## config.mk

```make
export PLATFORM = sky130hd
export DESIGN_NAME = mem_access_unit
export DESIGN_NICKNAME = d
export VERILOG_FILES = /design/src/rtl/mem_access_unit.sv
export SDC_FILE = /design/constraint.sdc
export NUM_CORES = 1
export LEC_CHECK = 0
export BUFFER_PORTS_ARGS = -buffer_cell sky130_fd_sc_hd__clkbuf_2
export CORE_ASPECT_RATIO = 0.75
export CORE_MARGIN = 2
export CORE_UTILIZATION = 32
export DETAILED_ROUTE_END_ITERATION = 10
export GPL_TIMING_DRIVEN = 0
export PLACE_DENSITY = 0.88
export SLEW_MARGIN = 5
export SYNTH_ARGS = -nofsm -noshare
export SYNTH_HDL_FRONTEND = slang
export SYNTH_SLANG_ARGS = --single-unit
export TNS_END_PERCENT = 20
```

## constraint.sdc

```tcl
create_clock -name clk -period 0.8 [get_ports clk]
set_input_delay 0.16 -clock clk [delete_from_list [all_inputs] [get_ports clk]]
set_output_delay 0.16 -clock clk [all_outputs]
set_load 0.02 [all_outputs]
```

## src/rtl/mem_access_unit.sv

```systemverilog
// MEM-stage data-memory initiator: extends sub-word loads, does read-modify-write for sh/sb.
// Sub-word support (lh/lhu/lb/lbu/sh/sb and the RMW state) is built only with MEM_ACC_SUBWORD_EN.
module mem_access_unit #(
    parameter int ADDR_W = 32
) (
    input  logic              clk,
    input  logic              rst_n,
    input  logic              req_valid,
    input  logic [2:0]        req_op,
    input  logic [ADDR_W-1:0] req_addr,
    input  logic [31:0]       req_wdata,
    output logic              stall,
    output logic [31:0]       load_data,
    output logic              load_valid,
    output logic              misalign,
    output logic [ADDR_W-1:0] mem_addr,
    output logic [31:0]       mem_wdata,
    output logic              mem_wr,
    input  logic [31:0]       mem_rdata
);
    localparam logic [2:0] OP_LW  = 3'd0;
    localparam logic [2:0] OP_SW  = 3'd5;
`ifdef MEM_ACC_SUBWORD_EN
    localparam logic [2:0] OP_LH  = 3'd1;
    localparam logic [2:0] OP_LHU = 3'd2;
    localparam logic [2:0] OP_LB  = 3'd3;
    localparam logic [2:0] OP_LBU = 3'd4;
    localparam logic [2:0] OP_SH  = 3'd6;
    localparam logic [2:0] OP_SB  = 3'd7;
`endif

    logic        bad_align;
    logic        is_store;
    logic [31:0] load_ext;
    logic [31:0] load_data_q, load_data_d;
    logic        load_valid_q, load_valid_d;
    logic        misalign_q, misalign_d;

    assign is_store = (req_op >= OP_SW);

    always_comb begin
        case (req_op)
            OP_LW, OP_SW: bad_align = (req_addr[1:0] != 2'b00);
`ifdef MEM_ACC_SUBWORD_EN
            OP_LH, OP_LHU, OP_SH: bad_align = req_addr[0];
            default: bad_align = 1'b0;
`else
            // Without sub-word support every other op is rejected like a misaligned access.
            default: bad_align = 1'b1;
`endif
        endcase
    end

`ifdef MEM_ACC_SUBWORD_EN
    typedef enum logic {IDLE, RMW} state_t;

    state_t            state_q, state_d;
    logic [31:0]       rmw_buf_q, rmw_buf_d;
    logic [ADDR_W-1:0] rmw_addr_q, rmw_addr_d;
    logic [4:0]        lane_sh;
    logic [15:0]       rd_lane;
    logic [31:0]       wmask;
    logic [31:0]       merged;

    assign lane_sh = {req_addr[1:0], 3'b000};
    assign rd_lane = 16'(mem_rdata >> lane_sh);
    assign wmask   = ((req_op == OP_SB) ? 32'h0000_00FF : 32'h0000_FFFF) << lane_sh;
    assign merged  = (mem_rdata & ~wmask) | ((req_wdata << lane_sh) & wmask);

    always_comb begin
        case (req_op)
            OP_LH:   load_ext = {{16{rd_lane[15]}}, rd_lane};
            OP_LHU:  load_ext = {16'h0000, rd_lane};
            OP_LB:   load_ext = {{24{rd_lane[7]}}, rd_lane[7:0]};
            OP_LBU:  load_ext = {24'h000000, rd_lane[7:0]};
            default: load_ext = mem_rdata;
        endcase
    end

    always_comb begin
        mem_addr     = req_addr;
        mem_wdata    = req_wdata;
        mem_wr       = 1'b0;
        stall        = 1'b0;
        state_d      = state_q;
        rmw_buf_d    = rmw_buf_q;
        rmw_addr_d   = rmw_addr_q;
        load_data_d  = load_data_q;
        load_valid_d = 1'b0;
        misalign_d   = 1'b0;
        if (state_q == RMW) begin
            mem_addr  = rmw_addr_q;
            mem_wdata = rmw_buf_q;
            mem_wr    = 1'b1;
            state_d   = IDLE;
        end else if (req_valid) begin
            if (bad_align) begin
                misalign_d = 1'b1;
            end else if (req_op == OP_SW) begin
                mem_wr = 1'b1;
            end else if (is_store) begin
                stall      = 1'b1;
                rmw_buf_d  = merged;
                rmw_addr_d = {req_addr[ADDR_W-1:2], 2'b00};
                state_d    = RMW;
            end else begin
                load_data_d  = load_ext;
                load_valid_d = 1'b1;
            end
        end
    end

    always_ff @(posedge clk or negedge rst_n) begin
        if (!rst_n) begin
            state_q    <= IDLE;
            rmw_buf_q  <= '0;
            rmw_addr_q <= '0;
        end else begin
            state_q    <= state_d;
            rmw_buf_q  <= rmw_buf_d;
            rmw_addr_q <= rmw_addr_d;
        end
    end
`else
    assign load_ext = mem_rdata;

    always_comb begin
        mem_addr     = req_addr;
        mem_wdata    = req_wdata;
        mem_wr       = 1'b0;
        stall        = 1'b0;
        load_data_d  = load_data_q;
        load_valid_d = 1'b0;
        misalign_d   = 1'b0;
        if (req_valid) begin
            if (bad_align) begin
                misalign_d = 1'b1;
            end else if (is_store) begin
                mem_wr = 1'b1;
            end else begin
                load_data_d  = load_ext;
                load_valid_d = 1'b1;
            end
        end
    end
`endif

    always_ff @(posedge clk or negedge rst_n) begin
        if (!rst_n) begin
            load_data_q  <= '0;
            load_valid_q <= 1'b0;
            misalign_q   <= 1'b0;
        end else begin
            load_data_q  <= load_data_d;
            load_valid_q <= load_valid_d;
            misalign_q   <= misalign_d;
        end
    end

    assign load_data  = load_data_q;
    assign load_valid = load_valid_q;
    assign misalign   = misalign_q;
endmodule

```

[After elaboration in Yosys (flattened, before gate mapping)]
Cells that the tools add are included.
Word-level totals
  input port bits: 102
  register bits after elaboration: 34
Operators by class
  magnitude comparators: 1
  bitwise operators: 2
  mux-type cells: 9
  equality and inequality tests: 1
  reduce and logical (&&, ||, !) cells: 4
Operator list (count)
  $mux W1: 9
  $eq A3 B3 Y1 const B: 1
  $ge A3 B3 Y1 const B: 1
  $logic_not A3 Y1: 1
  $reduce_and A3 Y1: 1
  $not A1 Y1: 2
  $reduce_bool A2 Y1: 1
  $reduce_or A2 Y1: 1

[Logic depth before layout (Yosys ltp)]
Gate-level depths: netlist of the first run.
  depth in word-level cells: 5
  depth in mapped cells: 4
  mapped depth without buffers: 3

[Worst setup path after synthesis of the first run]
Ideal clock, no wire load.
  kind: input to register
  start point: in req_op[1]
  end point: reg load_data_q[10] (netlist: load_data[10])
  arrival time: 969 ps
  setup slack: -294 ps
  stages on the path: 4
  required time: 675 ps
  cell sequence: nor3_4 nand3_4 buf_6 mux2_4
Between the ends
  longest elaborated chain between the ends: 5
  elaborated cells between the ends (all ways): 8
  those cells by class: order compare (1); eq/ne (1); mux (1); bitwise (2); reduce/logical (3)
Ends and longest elaborated chain
  start: declaration: line 9  | input logic [2:0] req_op,
  $eq A3 B3 Y1 / $logic_not A3 Y1 (equally long branches): line 42  | case (req_op)
  $reduce_or A2 Y1: line 42
  $mux W1: line 42
  $not A1 Y1 (no line)
  $reduce_and A3 Y1 (no line) *
  end signal: assignment: line 154  | load_data_q <= load_data_d;
  end: declaration: line 35  | logic [31:0] load_data_q, load_data_d;
Every way passes the cells marked *; elsewhere a longest branch is shown, timed or not.
A chain may end at the register's enable or synchronous reset.

[Worst setup path in the final report of the first run]
  start point: in req_addr[0]
  end point: out mem_wr
Between the ends
  longest elaborated chain between the ends: 4
Ends and longest elaborated chain
  start: declaration: line 10  | input logic [ADDR_W-1:0] req_addr,
  $reduce_bool A2 Y1: line 43  | OP_LW, OP_SW: bad_align = (req_addr[1:0] != 2'b00);
  $mux W1: line 42
  $mux W1: line 136  | if (bad_align) begin
  $mux W1: line 135  | if (req_valid) begin
  end: declaration: line 18  | output logic mem_wr,
Every way passes these cells.

==> metrics.txt, run 1 <==
# TYPE chip_impl_metric gauge
chip_impl_metric{name="n_fill_cell",unit=""} 530
chip_impl_metric{name="antenna-diode-count",unit=""} 0
chip_impl_metric{name="dr.first_iter.drc_count",unit=""} 18
chip_impl_info{name="timing.rr.end",value="load_data[4]"} 1
chip_impl_metric{name="initial_core_util",unit="%"} 33.01
chip_impl_info{name="cts_tree",value="built"} 1
chip_impl_metric{name="syn_area_per_cell",unit="µm²"} 13.47
chip_impl_metric{name="globalRouteTotalUtil",unit="%"} 11.54
chip_impl_metric{name="post-route-worst-setup-slack",unit="ns"} -0.2472
chip_impl_metric{name="flow.area_growth_from_synthesis",unit="%"} 51.47
chip_impl_metric{name="met3_usage",unit="%"} 2.769
chip_impl_metric{name="synth_area",unit="µm²"} 1913
chip_impl_metric{name="timing.slew.headroom",unit="%"} 44.47
chip_impl_info{name="final_common_cell",value="sky130_fd_sc_hd__clkbuf_2"} 1
chip_impl_metric{name="r2r.worst_path.cells",unit=""} 2
chip_impl_metric{name="r2r_slack",unit="ns"} -0.08
chip_impl_metric{name="critical_path_required",unit="ns"} 0.64
chip_impl_metric{name="drt-wirelength-per-cell",unit="µm"} 11.54
chip_impl_metric{name="route.antenna.remaining_nets",unit=""} 0
chip_impl_metric{name="totalNegativeSetupSlack",unit="ns"} -12.88
chip_impl_metric{name="p_leak",unit="nW"} 1.767
chip_impl_metric{name="footprint_of_the_multi_input_gates",unit="µm²"} 538.0
chip_impl_metric{name="die_w",unit="µm"} 93.28
chip_impl_metric{name="synth_top_area_share",unit="%"} 44.47
chip_impl_metric{name="drt-pass1-iter-count",unit=""} 2
chip_impl_info{name="cp-end-kind",value="primary output"} 1
chip_impl_info{name="worst_hold_path_type",value="in -> async"} 1
chip_impl_metric{name="setup-violations-final",unit=""} 67
chip_impl_info{name="yosysTopAreaCell",value="sky130_fd_sc_hd__dfrtp_1"} 1
chip_impl_metric{name="drv_slew",unit=""} 0
chip_impl_metric{name="power_per_cell_area",unit="nW/µm²"} 1922
chip_impl_metric{name="max_freq",unit="MHz"} 954.9
chip_impl_metric{name="dieArea",unit="µm²"} 6619
chip_impl_metric{name="dp_cells",unit=""} 358
chip_impl_metric{name="globalRouteMet2Util",unit="%"} 21.34
chip_impl_metric{name="clockBufferDepth",unit=""} 2
chip_impl_info{name="globalRoute.busiestLayer",value="met2"} 1
chip_impl_metric{name="synth.net_count",unit=""} 244
chip_impl_metric{name="placed_area",unit="µm²"} 2701
chip_impl_metric{name="drcViolationCount",unit=""} 0
chip_impl_info{name="r2r_start",value="load_data[4]"} 1
chip_impl_metric{name="layout_min_cycle_time",unit="ns"} 1.047
chip_impl_metric{name="yosysWarningCount",unit=""} 0
chip_impl_metric{name="cts-htree-levels",unit=""} 2
chip_impl_metric{name="largest_fanout_of_any_net_on_the_critical_path",unit=""} 3
chip_impl_metric{name="via_to_cell_ratio",unit=""} 3.970
chip_impl_metric{name="cts-buffers-inserted",unit=""} 5
chip_impl_metric{name="first_pass_grt_wire_length",unit="µm"} 6078
chip_impl_metric{name="grt_remaining_overflow",unit=""} 0
chip_impl_metric{name="die_y",unit="µm"} 70.96
chip_impl_metric{name="final_cell_count_no_fill",unit=""} 369
chip_impl_metric{name="num_io_pins",unit=""} 202
chip_impl_metric{name="clock-sinks",unit=""} 34
chip_impl_metric{name="whs",unit="ns"} -0.02728
chip_impl_info{name="setup.worst_path.start_class",value="input pin"} 1
chip_impl_metric{name="dp_worst_setup_slack",unit="ns"} -0.5262
chip_impl_metric{name="final_net_count",unit=""} 392
chip_impl_metric{name="gp_congestion",unit=""} 0.6546
chip_impl_metric{name="worst-endpoint-arrival",unit="ns"} 0.89
chip_impl_metric{name="grt_antenna_before_repair",unit=""} 0
chip_impl_metric{name="pin_count_of_the_biggest_net_entering_global_routing",unit=""} 35
chip_impl_metric{name="worst_slew_pin_tran",unit="ns"} 0.8329
chip_impl_metric{name="mapped_cells",unit=""} 142
chip_impl_info{name="synth.area.top_cells",value="sky130_fd_sc_hd__dfrtp_1, sky130_fd_sc_hd__buf_4, sky130_fd_sc_hd__mux2_4, sky130_fd_sc_hd__buf_6, sky130_fd_sc_hd__mux2_2"} 1
chip_impl_metric{name="synth_sequential_area_ratio",unit="%"} 44.47
chip_impl_info{name="clk_root_buffer_cell",value="sky130_fd_sc_hd__clkbuf_8"} 1
chip_impl_metric{name="finish.instance_area",unit="µm²"} 2898
chip_impl_metric{name="post-route-period-util",unit="%"} 130.9
chip_impl_metric{name="detailed_place_hpwl",unit="µm"} 3425
chip_impl_metric{name="synth.lib_cells_used.distinct",unit=""} 13
chip_impl_metric{name="core.rowCount",unit=""} 24
chip_impl_metric{name="worst_clock_skew",unit="ns"} 0
chip_impl_metric{name="io_buffer_count",unit=""} 138
chip_impl_metric{name="synth-seq-cells",unit=""} 34
chip_impl_info{name="grt_setup_unrepaired",value="yes"} 1
chip_impl_metric{name="sequential_cell_area",unit="µm²"} 850.8
chip_impl_metric{name="post_route_cells_drive_above_1_share",unit="%"} 86.60
chip_impl_metric{name="finalPower",unit="mW"} 5.570
chip_impl_metric{name="fp.coreArea",unit="µm²"} 5796
chip_impl_metric{name="insertion_delay",unit="ns"} 0.27
chip_impl_metric{name="detailroute.via_count",unit=""} 1465
chip_impl_metric{name="clk_pin_slew_worst_paths",unit="ns"} 0.07
chip_impl_info{name="layout_common_cells",value="sky130_fd_sc_hd__clkbuf_2, sky130_fd_sc_hd__buf_4, sky130_fd_sc_hd__dfrtp_1"} 1
chip_impl_info{name="run_status",value="complete, but fails checks"} 1
chip_impl_info{name="failed_checks",value="negative hold slack, negative setup slack"} 1
chip_impl_metric{name="timing.max_cap.violations",unit=""} 0
chip_impl_metric{name="use_met1",unit="%"} 13.01
chip_impl_metric{name="first_global_vias",unit=""} 1367
chip_impl_metric{name="wl",unit="µm"} 4259
chip_impl_metric{name="finalHoldViolations",unit=""} 34
chip_impl_info{name="crit_type",value="in -> out"} 1
chip_impl_metric{name="worst_ir_drop_vdd",unit="V"} 0.0007964
[flip-flops by register name, indices dropped and copies added, names as in the netlist]
name and count:
load_valid 1, load_data 32, misalign 1
[synthesized netlist by cell type]
cell type / instances
sky130_fd_sc_hd__nor3_4: 1
sky130_fd_sc_hd__conb_1: 1
sky130_fd_sc_hd__mux2_2: 3
sky130_fd_sc_hd__nand3_4: 1
sky130_fd_sc_hd__and4_2: 1
sky130_fd_sc_hd__dfrtp_1: 34
sky130_fd_sc_hd__inv_1: 1
sky130_fd_sc_hd__xnor2_1: 1
sky130_fd_sc_hd__buf_6: 3
sky130_fd_sc_hd__a21boi_0: 1
sky130_fd_sc_hd__mux2_4: 29
sky130_fd_sc_hd__nor2_1: 1
sky130_fd_sc_hd__buf_4: 65
[cell type report]
type	instances	area share, %
sequential	34	29.36
clock buffer	6	2.850
clock inverter	2	0.4318
timing repair buffer	141	26.55
multi-input combinational	39	18.57
buffer	68	18.74
inverter	1	0.1295
tap	78	3.368
[what timing repair did]
action | CTS | global route
buffers inserted | 3 | 0
pin swaps | 2 | 2
hold endpoints to repair | 30 | 0
setup endpoints to repair | 67 | 67
resized for setup | 10 | 41
[where the power goes]
group          internal [mW]  switching [mW]
Combinational           1.05            1.02
Clock                  0.691           0.600
Sequential              2.04           0.174
Total                   3.78            1.79
[per-stage QoR]
step	utilization [%]	hold WS (ns)
finish	50.00	-0.02728
global route	50.00	0.03093
CTS	49.40	-0.007100
detailed placement	46.61	0.3044
global placement	46.61	0.2862
floorplan	-	-0.1356
[layer usage]
metal	vias up	wire (µm)
met5	-	0
met2	82	2423
met3	2	355
met4	0	29
met1	693	1451
li1	688	-
[worst max path at each step]
| stage | cells after the start | start | end |
|---|---|---|---|
| finish | 4 | req_addr[0] | mem_wr |
| global route | 4 | req_addr[0] | mem_wr |
| CTS | 4 | req_addr[1] | mem_wr |
| detailed placement | 5 | req_addr[1] | load_data[18] |
| global placement | 5 | req_addr[1] | load_data[22] |
| floorplan | 4 | req_op[1] | load_data[10] |
[worst max-delay path: stages]
cell                     delay (ns)
sky130_fd_sc_hd__buf_8         0.10
sky130_fd_sc_hd__nor3_4        0.25
sky130_fd_sc_hd__and4_4        0.27
sky130_fd_sc_hd__buf_8         0.11
[cell families after synthesis]
logic type      Yosys count  synth area share [%]
simple gates              4                 2.486
buf+inv                  69                 27.47
mux                      32                 24.53
other cells               1                0.1960
xor+xnor                  1                0.4579
compound gates            1                0.3926
flops                    34                 44.47
(Power assumes the default switching activity.)
==> inputs of run 2 (changes only) <==
==> constraint.sdc (replaced) <==
create_clock -name clk -period 0.8 [get_ports clk]
set_input_delay 0.08 -clock clk [delete_from_list [all_inputs] [get_ports clk]]
set_output_delay 0.08 -clock clk [all_outputs]
set_load 0.02 [all_outputs]
==> run 2 against run 1 <==
  * The run still ends with negative hold slack, negative setup slack left
  * Sequential power about the same
  * Power increased by 0.32%
  * Sequential share of layout area increased by 0.15 points
  * First-iteration DRC count increased by 5.6%
  * Setup slack improved by 0.12 ns
  * Combinational power about the same
  * Critical endpoint is now load_data[8]
  * Largest cell class unchanged
==> metrics.txt, run 2 (synthesis results as in run 1) <==
# TYPE chip_impl_metric gauge
chip_impl_info{name="run_status",value="complete, but fails checks"} 1
chip_impl_info{name="failed_checks",value="negative hold slack, negative setup slack"} 1
chip_impl_metric{name="die_w",unit="µm"} 93.28
chip_impl_metric{name="worst_ir_drop_vdd",unit="V"} 0.0007972
chip_impl_metric{name="pin_count_of_the_biggest_net_entering_global_routing",unit=""} 35
chip_impl_metric{name="cts-htree-levels",unit=""} 2
chip_impl_metric{name="worst_slew_pin_tran",unit="ns"} 0.8331
chip_impl_metric{name="route.antenna.remaining_nets",unit=""} 0
chip_impl_info{name="setup.worst_path.start_class",value="input pin"} 1
chip_impl_metric{name="num_io_pins",unit=""} 202
chip_impl_metric{name="final_net_count",unit=""} 394
chip_impl_metric{name="first_pass_grt_wire_length",unit="µm"} 6003
chip_impl_metric{name="largest_reg_flops",unit=""} 32
chip_impl_metric{name="drt-wirelength-per-cell",unit="µm"} 11.50
chip_impl_info{name="critical_path_s_most_frequent_cell",value="sky130_fd_sc_hd__buf_6"} 1
chip_impl_metric{name="post-route-period-util",unit="%"} 115.5
chip_impl_info{name="crit_type",value="in -> reg"} 1
chip_impl_metric{name="power_per_cell_area",unit="nW/µm²"} 1938
chip_impl_metric{name="clock-sinks",unit=""} 34
chip_impl_metric{name="fp.coreArea",unit="µm²"} 5796
chip_impl_info{name="grt_setup_unrepaired",value="yes"} 1
chip_impl_metric{name="die_y",unit="µm"} 70.96
chip_impl_metric{name="worst_clock_skew",unit="ns"} 0
chip_impl_metric{name="flow.area_growth_from_synthesis",unit="%"} 50.69
chip_impl_metric{name="timing.slew.headroom",unit="%"} 44.46
chip_impl_metric{name="met3_usage",unit="%"} 2.769
chip_impl_metric{name="io_buffer_count",unit=""} 138
chip_impl_metric{name="initial_core_util",unit="%"} 33.01
chip_impl_metric{name="first_global_vias",unit=""} 1357
chip_impl_metric{name="cp_slowest_stage_delay",unit="ns"} 0.30
chip_impl_metric{name="drv_slew",unit=""} 0
chip_impl_metric{name="gp_congestion",unit=""} 0.6546
chip_impl_metric{name="timing.max_cap.violations",unit=""} 0
chip_impl_metric{name="via_to_cell_ratio",unit=""} 3.984
chip_impl_info{name="worst_hold_path_type",value="in -> async"} 1
chip_impl_metric{name="clk_pin_slew_worst_paths",unit="ns"} 0.07
chip_impl_metric{name="setup-violations-final",unit=""} 67
chip_impl_metric{name="core.rowCount",unit=""} 24
chip_impl_metric{name="post_route_cells_drive_above_1_share",unit="%"} 86.69
chip_impl_metric{name="worst-endpoint-arrival",unit="ns"} 1.09
chip_impl_metric{name="totalNegativeSetupSlack",unit="ns"} -6.640
chip_impl_metric{name="finalHoldViolations",unit=""} 34
chip_impl_metric{name="antenna-diode-count",unit=""} 0
chip_impl_info{name="cp_slowest_cell",value="sky130_fd_sc_hd__mux2_4"} 1
chip_impl_metric{name="final_cell_count_no_fill",unit=""} 371
chip_impl_metric{name="globalRouteMet2Util",unit="%"} 20.70
chip_impl_info{name="path_cells",value="buf_6, nor3_4, nand3_4, buf_6, mux2_4"} 1
chip_impl_metric{name="dr.first_iter.drc_count",unit=""} 19
chip_impl_info{name="final_common_cell",value="sky130_fd_sc_hd__clkbuf_2"} 1
chip_impl_metric{name="grt_antenna_before_repair",unit=""} 0
chip_impl_metric{name="cts-buffers-inserted",unit=""} 5
chip_impl_info{name="cp-end-kind",value="flop"} 1
chip_impl_metric{name="detailed_place_hpwl",unit="µm"} 3425
chip_impl_metric{name="dieArea",unit="µm²"} 6619
chip_impl_metric{name="whs",unit="ns"} -0.1073
chip_impl_metric{name="drcViolationCount",unit=""} 0
chip_impl_info{name="clk_root_buffer_cell",value="sky130_fd_sc_hd__clkbuf_8"} 1
chip_impl_metric{name="largest_fanout_of_any_net_on_the_critical_path",unit=""} 10
chip_impl_metric{name="layout_min_cycle_time",unit="ns"} 0.9241
chip_impl_metric{name="clockBufferDepth",unit=""} 2
chip_impl_info{name="cts_tree",value="built"} 1
chip_impl_metric{name="p_leak",unit="nW"} 1.764
chip_impl_metric{name="drt-pass1-iter-count",unit=""} 2
chip_impl_metric{name="finalPower",unit="mW"} 5.588
chip_impl_metric{name="post-route-worst-setup-slack",unit="ns"} -0.1241
chip_impl_metric{name="insertion_delay",unit="ns"} 0.27
chip_impl_metric{name="critical_path_required",unit="ns"} 0.96
chip_impl_info{name="layout_common_cells",value="sky130_fd_sc_hd__clkbuf_2, sky130_fd_sc_hd__buf_4, sky130_fd_sc_hd__dfrtp_1"} 1
chip_impl_metric{name="max_freq",unit="MHz"} 1082
chip_impl_metric{name="wl",unit="µm"} 4265
chip_impl_metric{name="dp_cells",unit=""} 358
chip_impl_info{name="globalRoute.busiestLayer",value="met2"} 1
chip_impl_metric{name="detailroute.via_count",unit=""} 1478
chip_impl_metric{name="globalRouteTotalUtil",unit="%"} 11.34
chip_impl_metric{name="use_met1",unit="%"} 12.94
chip_impl_metric{name="grt_remaining_overflow",unit=""} 0
## run 2: cell count changes in the layout (fill, tap and decap cells not counted), sizes merged
cell  change
buf       +2
## run 2: final timing paths
kind                            slack, ns  depth (start not counted)            end     startpoint
worst min-delay path                -0.11                          1  load_data[22]          rst_n
worst max register to register      -0.09                          2  load_data[12]  load_data[12]
worst min register to register       0.51                          1  load_data[20]  load_data[20]
worst max-delay path                -0.12                          5   load_data[8]      req_op[1]
min in group clk                     0.03                          2  load_data[25]  mem_rdata[25]
max in group asynchronous            0.38                          1  load_data[27]          rst_n
## run 2: repair_timing
action,in CTS,in global routing
pin swaps,1,2
resized for setup,4,40
setup endpoints to repair,64,67
setup buffers,3,2
endpoints found under the hold margin,34,34
## run 2: power by group
group          switching, mW  internal (mW)
Sequential             0.172           2.04
Combinational           1.02           1.06
Clock                  0.597          0.691
## run 2: layout make-up
type | count | area (µm²)
Inverter | 1 | 3.754
Clock buffer | 6 | 82.58
Clock inverter | 2 | 12.51
Sequential cell | 34 | 850.8
Timing Repair Buffer | 143 | 768.2
Multi-Input combinational cell | 39 | 538.0
Fill cell | 534 | 2913
Tap cell | 78 | 97.59
Buffer | 68 | 529.3
## run 2: worst max-delay path, delay by kind of cell
kind	cells	cell delay, ns
mux	1	0.30
simple gates	2	0.40
buf+inv	2	0.29
## run 2: layer usage
layer	share of wire (%)	vias to the layer above
met4	0.68	0
met1	34	701
met2	57	82
li1	-	693
met3	8.3	2
met5	0	-
## run 2: stage by stage
stage	hold WS (ns)	cell area, µm²	worst slack [ns]	utilization [%]
final	-0.1073	2883	-0.1241	49.74
after global placement	0.2062	2701	-0.4290	46.61
after detailed placement	0.2244	2701	-0.4462	46.61
after floorplan	-0.2156	1913	-0.2137	-
after CTS	-0.08710	2834	-0.1253	48.90
after global routing	-0.04907	2883	-0.1545	49.74
==> inputs of run 3 (changes only) <==
--- a/config.mk
+++ b/config.mk
@@ -10,7 +10,9 @@
 export CORE_MARGIN = 2
 export CORE_UTILIZATION = 32
 export DETAILED_ROUTE_END_ITERATION = 10
+export GPL_ROUTABILITY_DRIVEN = 0
 export GPL_TIMING_DRIVEN = 0
+export HOLD_SLACK_MARGIN = 0.03
 export PLACE_DENSITY = 0.88
 export SLEW_MARGIN = 5
 export SYNTH_ARGS = -nofsm -noshare
==> run 3 against run 2 <==
  * The flow still finishes with violations (negative hold slack, negative setup slack)
  * First-iteration DRC count is the same
  * Combinational power increased by 4%
  * Utilization increased by 3.6 points
  * Hold slack got worse by 0.0022 ns
  * Global-route usage grew 1.1 points
==> metrics.txt, run 3 (synthesis results as in run 1) <==
# TYPE chip_impl_metric gauge
chip_impl_info{name="run_status",value="complete, but fails checks"} 1
chip_impl_info{name="failed_checks",value="negative hold slack, negative setup slack"} 1
chip_impl_metric{name="fp.coreArea",unit="µm²"} 5796
chip_impl_metric{name="worst-endpoint-arrival",unit="ns"} 1.09
chip_impl_info{name="cp-end-kind",value="flop"} 1
chip_impl_metric{name="power_per_cell_area",unit="nW/µm²"} 1837
chip_impl_metric{name="intPower",unit="mW"} 3.860
chip_impl_metric{name="clock-sinks",unit=""} 34
chip_impl_metric{name="post_route_cells_drive_above_1_share",unit="%"} 80.89
chip_impl_metric{name="antenna-diode-count",unit=""} 0
chip_impl_metric{name="finalHoldViolations",unit=""} 34
chip_impl_metric{name="drv_slew",unit=""} 0
chip_impl_metric{name="drt-wirelength-per-cell",unit="µm"} 11.63
chip_impl_metric{name="clockBufferDepth",unit=""} 2
chip_impl_metric{name="flow.area_growth_from_synthesis",unit="%"} 61.67
chip_impl_metric{name="cts-htree-levels",unit=""} 2
chip_impl_metric{name="largest_reg_flops",unit=""} 32
chip_impl_metric{name="num_io_pins",unit=""} 202
chip_impl_metric{name="dr.first_iter.drc_count",unit=""} 19
chip_impl_info{name="clk_root_buffer_cell",value="sky130_fd_sc_hd__clkbuf_8"} 1
chip_impl_metric{name="detailroute.via_count",unit=""} 1571
chip_impl_metric{name="power_switching_share",unit="%"} 32.08
chip_impl_metric{name="first_pass_grt_wire_length",unit="µm"} 6582
chip_impl_metric{name="wl",unit="µm"} 4559
chip_impl_metric{name="die_w",unit="µm"} 93.28
chip_impl_metric{name="setup-violations-final",unit=""} 67
chip_impl_metric{name="drcViolationCount",unit=""} 0
chip_impl_info{name="grt_setup_unrepaired",value="yes"} 1
chip_impl_metric{name="die_y",unit="µm"} 70.96
chip_impl_metric{name="largest_fanout_of_any_net_on_the_critical_path",unit=""} 10
chip_impl_metric{name="globalRouteTotalUtil",unit="%"} 12.40
chip_impl_metric{name="insertion_delay",unit="ns"} 0.27
chip_impl_metric{name="placed_area",unit="µm²"} 2701
chip_impl_metric{name="io_buffer_count",unit=""} 138
chip_impl_metric{name="cts-buffers-inserted",unit=""} 5
chip_impl_metric{name="worst_ir_drop_vdd",unit="V"} 0.0007066
chip_impl_info{name="worst_hold_path_type",value="in -> async"} 1
chip_impl_metric{name="p_sw",unit="mW"} 1.823
chip_impl_info{name="final_common_cell",value="sky130_fd_sc_hd__clkbuf_2"} 1
chip_impl_metric{name="whs",unit="ns"} -0.1095
chip_impl_metric{name="combinationalPowerShare",unit="%"} 38.3
chip_impl_metric{name="dp_worst_setup_slack",unit="ns"} -0.4462
chip_impl_metric{name="clk_pin_slew_worst_paths",unit="ns"} 0.07
chip_impl_metric{name="grt_remaining_overflow",unit=""} 0
chip_impl_metric{name="post-route-period-util",unit="%"} 115.9
chip_impl_metric{name="totalNegativeSetupSlack",unit="ns"} -6.708
chip_impl_metric{name="final_cell_count_no_fill",unit=""} 392
chip_impl_metric{name="critical_path_required",unit="ns"} 0.96
chip_impl_info{name="layout_common_cells",value="sky130_fd_sc_hd__clkbuf_2, sky130_fd_sc_hd__buf_4, sky130_fd_sc_hd__dfrtp_1"} 1
chip_impl_metric{name="grt_antenna_before_repair",unit=""} 0
chip_impl_metric{name="layout_min_cycle_time",unit="ns"} 0.9274
chip_impl_metric{name="p_leak",unit="nW"} 1.851
chip_impl_metric{name="dieArea",unit="µm²"} 6619
chip_impl_metric{name="post-route-worst-setup-slack",unit="ns"} -0.1274
chip_impl_metric{name="power.sequential.fraction",unit="%"} 39.0
chip_impl_metric{name="finish.instance_area",unit="µm²"} 3093
chip_impl_metric{name="route.antenna.remaining_nets",unit=""} 0
chip_impl_info{name="setup.worst_path.start_class",value="input pin"} 1
chip_impl_metric{name="drt-pass1-iter-count",unit=""} 3
chip_impl_info{name="crit_type",value="in -> reg"} 1
chip_impl_metric{name="core.rowCount",unit=""} 24
chip_impl_metric{name="first_global_vias",unit=""} 1477
chip_impl_metric{name="worst_slew_pin_tran",unit="ns"} 0.8317
chip_impl_metric{name="finalPower",unit="mW"} 5.683
chip_impl_metric{name="detailed_place_hpwl",unit="µm"} 3425
chip_impl_metric{name="dp_cells",unit=""} 358
chip_impl_metric{name="max_freq",unit="MHz"} 1078
chip_impl_metric{name="clock_power_share",unit="%"} 22.7
chip_impl_metric{name="initial_core_util",unit="%"} 33.01
chip_impl_metric{name="final_net_count",unit=""} 415
chip_impl_metric{name="worst_clock_skew",unit="ns"} 0
chip_impl_metric{name="via_to_cell_ratio",unit=""} 4.008
chip_impl_metric{name="timing.slew.headroom",unit="%"} 44.55
chip_impl_metric{name="pin_count_of_the_biggest_net_entering_global_routing",unit=""} 35
chip_impl_metric{name="timing.max_cap.violations",unit=""} 0
chip_impl_info{name="cts_tree",value="built"} 1
==> run 3: changes by cell type in the layout (fill, tap and decap cells not counted), sizes merged <==
| cell | before | now |
|---|---|---|
| clkbuf | 113 | 116 |
| buf | 104 | 101 |
| dlygate4sd3 | 0 | 21 |
==> run 3: timing repair <==
item	in CTS	in global routing
setup endpoints to repair	64	67
setup buffers	3	2
pin swaps	1	2
resized for setup	4	37
endpoints found under the hold margin	56	39
hold buffers	18	3
cloned	0	0
==> run 3: path summary, 6_finish.rpt <==
check / slack, ns / to / start / depth (start not counted)
setup / recovery: -0.13 / load_data[9] / req_op[1] / 5
min in group clk: 0.04 / load_data[17] / mem_rdata[17] / 2
hold reg to reg: 0.51 / load_data[14] / load_data[14] / 1
max in group asynchronous: 0.39 / load_data[29] / rst_n / 1
hold / removal: -0.11 / load_data[22] / rst_n / 1
setup reg to reg: -0.08 / load_data[19] / load_data[19] / 2
==> run 3: cell type report <==
cell class	instances	area [µm²]
well taps	78	97.59
plain buffers	68	529.3
clock buffers	6	82.58
repair buffers	164	978.4
flip-flops and latches	34	850.8
fillers	509	2703
clock inverters	2	12.51
inverters	1	3.754
multi-input cells	39	538.0
==> run 3: worst max-delay path: stages <==
cell                      delay (ns)
sky130_fd_sc_hd__buf_6          0.10
sky130_fd_sc_hd__nor3_4         0.24
sky130_fd_sc_hd__nand3_4        0.16
sky130_fd_sc_hd__buf_6          0.20
sky130_fd_sc_hd__mux2_4         0.30
==> run 3: power groups by stage <==
stage	clock network (mW)	logic [mW]	registers, mW
after detailed placement	0	2.01	2.24
after global routing	1.46	2.30	2.26
final	1.29	2.18	2.21
after global placement	0	1.98	2.22
after floorplan	0	0.935	2.63
after CTS	1.36	2.12	2.21
==> run 3: routing by layer <==
metal,up-vias,wire length (µm),GRT usage [%]
met5,-,0,0
met4,0,29,3.922
met3,2,360,2.875
met2,84,2625,23.58
met1,750,1544,13.61
li1,735,-,-
==> run 3: per-stage QoR <==
step | util, % | hold WS, ns
3_5_place_dp | 46.61 | 0.2244
6_report | 53.37 | -0.1095
3_3_place_gp | 46.61 | 0.2062
5_1_grt | 53.37 | -0.04797
4_1_cts | 52.01 | -0.08710
2_1_floorplan | - | -0.2156
